<file path="src/rtl/and_64_reg.sv">
// Registered bitwise AND (Y86-64 andq) with ZF/SF/OF flags; one-cycle latency.
// One operation per cycle, no stall input; flags and result update only on in_valid.
module and_64_reg #(
    parameter int WIDTH = 64
) (
    input  logic             clk,
    input  logic             rst_n,
    input  logic             in_valid,
    input  logic [WIDTH-1:0] a,
    input  logic [WIDTH-1:0] b,
    output logic [WIDTH-1:0] ans,
    output logic             zf,
    output logic             sf,
    output logic             of,
    output logic             out_valid
);

    logic [WIDTH-1:0] w_and;
    logic [WIDTH-1:0] r_ans;
    logic             r_zf;
    logic             r_sf;
    logic             r_vld;

    assign w_and = a & b;

    // Flags are captured on the same edge as the result so they never disagree with ans.
    always_ff @(posedge clk or negedge rst_n) begin
        if (!rst_n) begin
            r_ans <= '0;
            r_zf  <= 1'b0;
            r_sf  <= 1'b0;
            r_vld <= 1'b0;
        end else begin
            r_vld <= in_valid;
            if (in_valid) begin
                r_ans <= w_and;
                r_zf  <= (w_and == '0);
                r_sf  <= w_and[WIDTH-1];
            end
        end
    end

    assign ans       = r_ans;
    assign zf        = r_zf;
    assign sf        = r_sf;
    assign of        = 1'b0;
    assign out_valid = r_vld;

endmodule

</file>
<file path="config.mk">
export PLATFORM = sky130hd
export DESIGN_NAME = and_64_reg
export DESIGN_NICKNAME = d
export VERILOG_FILES = /design/src/rtl/and_64_reg.sv
export SDC_FILE = /design/constraint.sdc
export NUM_CORES = 1
export LEC_CHECK = 0
export BUFFER_PORTS_ARGS = -buffer_cell sky130_fd_sc_hd__buf_2
export CAP_MARGIN = 0
export CORE_MARGIN = 4
export CORE_UTILIZATION = 42
export CTS_CLUSTER_SIZE = 16
export DETAILED_ROUTE_END_ITERATION = 16
export PLACE_DENSITY = 0.88
export SLEW_MARGIN = 25
export SYNTH_ARGS = -nofsm -noshare
export SYNTH_HDL_FRONTEND = slang
export SYNTH_SLANG_ARGS = --single-unit
</file>
<file path="constraint.sdc">
create_clock -name clk -period 0.8 [get_ports clk]
set_input_delay 0.08 -clock clk [delete_from_list [all_inputs] [get_ports clk]]
set_output_delay 0.08 -clock clk [all_outputs]
set_load 0.02 [all_outputs]
</file>
==> impl_metrics.yaml <==
outcome:
  status: "finished, violations left"
  violations: "setup timing"
finish:
  syn2layout_area_growth_pct: 85.2
  num-fill-cells: 394
  stdcell_area_sq_um: 5470
  utilization: 0.805
  drive_gt1_frac: 0.474
  layout.cells.non_filler: 701
  num-nets-final: 731
  diodes: 0
clocking:
  cts_root_buf: "clkbuf_8"
  cts-buffers-inserted: 9
  cts.clk_slew.worst_paths_ps: 70
  clock_latency_ps: 320
  cts.sinks: 66
  cts.path.max_buffers: 2
  h-tree-depth: 3
  cts_tree: "yes"
logic_synthesis:
  synth_area_sq_um: 2950
  synth_nets: 450
  synth_top_cells_by_count: "nand3_1, dfrtp_1, inv_1"
  ys_async_sr_fraction: 1.00
  synthFlopType: "dfrtp_1"
  yosys_warnings: 0
  synth-seq-cells: 66
  synth_top_area_cell: "dfrtp_1"
  syn_avg_cell_area_sq_um: 9.26
  syn_inst: 319
  ys_seq_area_frac: 0.559
  synth_area_leaders: "dfrtp_1, nand3_1, o21ai_0"
  yosysMostFrequentCell: "nand3_1"
  synth.distinct_cells: 18
  synth_top_area_share: 0.559
  synth_edf_count: 0
grt:
  overflow: 0
  grtUsageTotal: 0.276
  antenna_found_initial: 0
  grt_max_degree: 69
  grt_pass1_vias: 3786
  grt_pass1_wl_mm: 18.4
detailed_routing:
  dr_wl_met2_mm: 6.61
  routed.top_layer: "met4"
  vias_per_cell: 5.16
  wl_met1_mm: 4.25
  drc_errors: 0
  dr_total_vias: 3619
  routed-wl-met3_um: 887
  firstDrtPassIters: 5
  routed_wl_mm: 12.0
  ant_nets: 0
  wl_per_cell_um: 17.2
  drt_iter0_markers: 168
critical_path:
  critPathArrivalTime_ps: 1390
  reg2reg_slack_ps: -80
  cp-startpoint: "a[36]"
  crit_type: "primary input to flop"
  crit_path_start_kind: "primary input"
  crit_fanout: 2
  rr_endpoint: "ans[5]"
  rr_startpoint: "ans[5]"
  worst_r2r_path_depth: 4
  endpoint_kind: "flop"
  cp-endpoint: "zf"
  required_ps: 1030
pwr:
  p_leak_nw: 2.75
  ir_worst_vdd_v: 0.00120
  p_per_area_nw_per_um2: 1590
  total_power_mw: 8.70
sta:
  setup_viol: 70
  finClkSkew_ps: 0
  setup_ws_ps: -354
  finalCritPeriodShare: 1.44
  slew_violations: 0
  final.setup.tns_ps: -9820
  hold_viol_final: 0
  min_period_ps: 1150
  max_freq_ghz: 0.867
  rsz0062_at_grt: "yes"
  hold_ws_ps: 9.27
die:
  start_util: 0.435
  die_w_um: 91.9
  core-area_sq_um: 6790
  rows: 30
  die_h_um: 91.9
  num_io_pins: 199
  die-area_sq_um: 8440
run:
  maxCapViolations: 0
place:
  placed_cells: 611
  port_buffers: 197
  dp_hpwl_mm: 7.25
  dpl_cell_area_sq_um: 4140
  post-place-ws_ps: -822
  gp_congestion: 0.910
hold_path:
  min_path_type: "primary input to flop"
==> timing repair <==
action | CTS | global route
pin swaps | 3 | 2
endpoints found under the setup margin | 68 | 96
setup buffers | 15 | 23
hold buffers | 41 | 0
resized for setup | 140 | 48
endpoints found under the hold margin | 94 | 0
==> how the worst min path moves through the flow <==
stage,startpoint,to,slack [ps],depth (start not counted)
after CTS,b[5],ans[5],0.2,3
after global placement,rst_n,ans[41],80,2
after detailed placement,rst_n,ans[43],90,2
after floorplan,rst_n,ans[0],-220,0
after global routing,b[38],ans[38],10,3
final,a[28],ans[28],9,3
==> cells by family (layout without fill, tap and decap cells) <==
family / after synthesis / after routing / share of synthesized area
AND/OR/NAND/NOR: 75 / 75 / 0.131
flip-flops: 66 / 66 / 0.559
buffers and inverters: 81 / 367 / 0.106
AO/OA/AOI/OAI: 96 / 96 / 0.203
other: 1 / 1 / 0.00127
==> cells in the final DEF, fill, tap and decap left out <==
cell and instances:
a221oi_1 2, a221oi_2 2, a222oi_1 1, a22o_1 4
a22oi_1 17, a22oi_2 5, buf_12 3, buf_2 128
buf_4 40, buf_6 74, clkbuf_1 3, clkbuf_8 10
clkinv_2 3, conb_1 1, dfrtp_1 66, dlygate4sd3_1 41
inv_1 54, inv_2 11, nand2_1 1, nand3_1 67
nand4_1 5, o21ai_0 41, o21ai_1 14, o21ai_2 9
o32ai_2 1, or3_1 1, or4_4 1
==> metal layers <==
metal,track usage,vias to the layer above
met1,0.293,1734
met2,0.518,191
met4,0.119,0
met3,0.0632,26
met5,0,-
li1,-,1668
==> cell type report <==
cell class,count,area (sq um),area share
Multi-Input combinational cell,172,1040,0.191
Clock buffer,13,149,0.0272
Timing Repair Buffer,286,2240,0.410
Sequential cell,66,1650,0.302
Clock inverter,3,15.0,0.00275
Tap cell,96,120,0.0220
Inverter,65,244,0.0446
==> state kept, by name, summed over array words and instances, names as in the netlist <==
| register | cells |
|---|---|
| ans | 64 |
| zf | 1 |
| out_valid | 1 |
==> power by group <==
part	total, mW	internal (mW)	switching [mW]
Clock	2.39	1.20	1.19
Sequential	3.80	3.60	0.206
Combinational	2.51	1.30	1.20
Total	8.70	6.10	2.60
==> critical path: stages <==
cell and delay (ps):
buf_2 110, a22o_1 230, a221oi_2 160, nand3_1 120, or4_4 430, o32ai_2 250
Power figures use the tool's default switching activity.
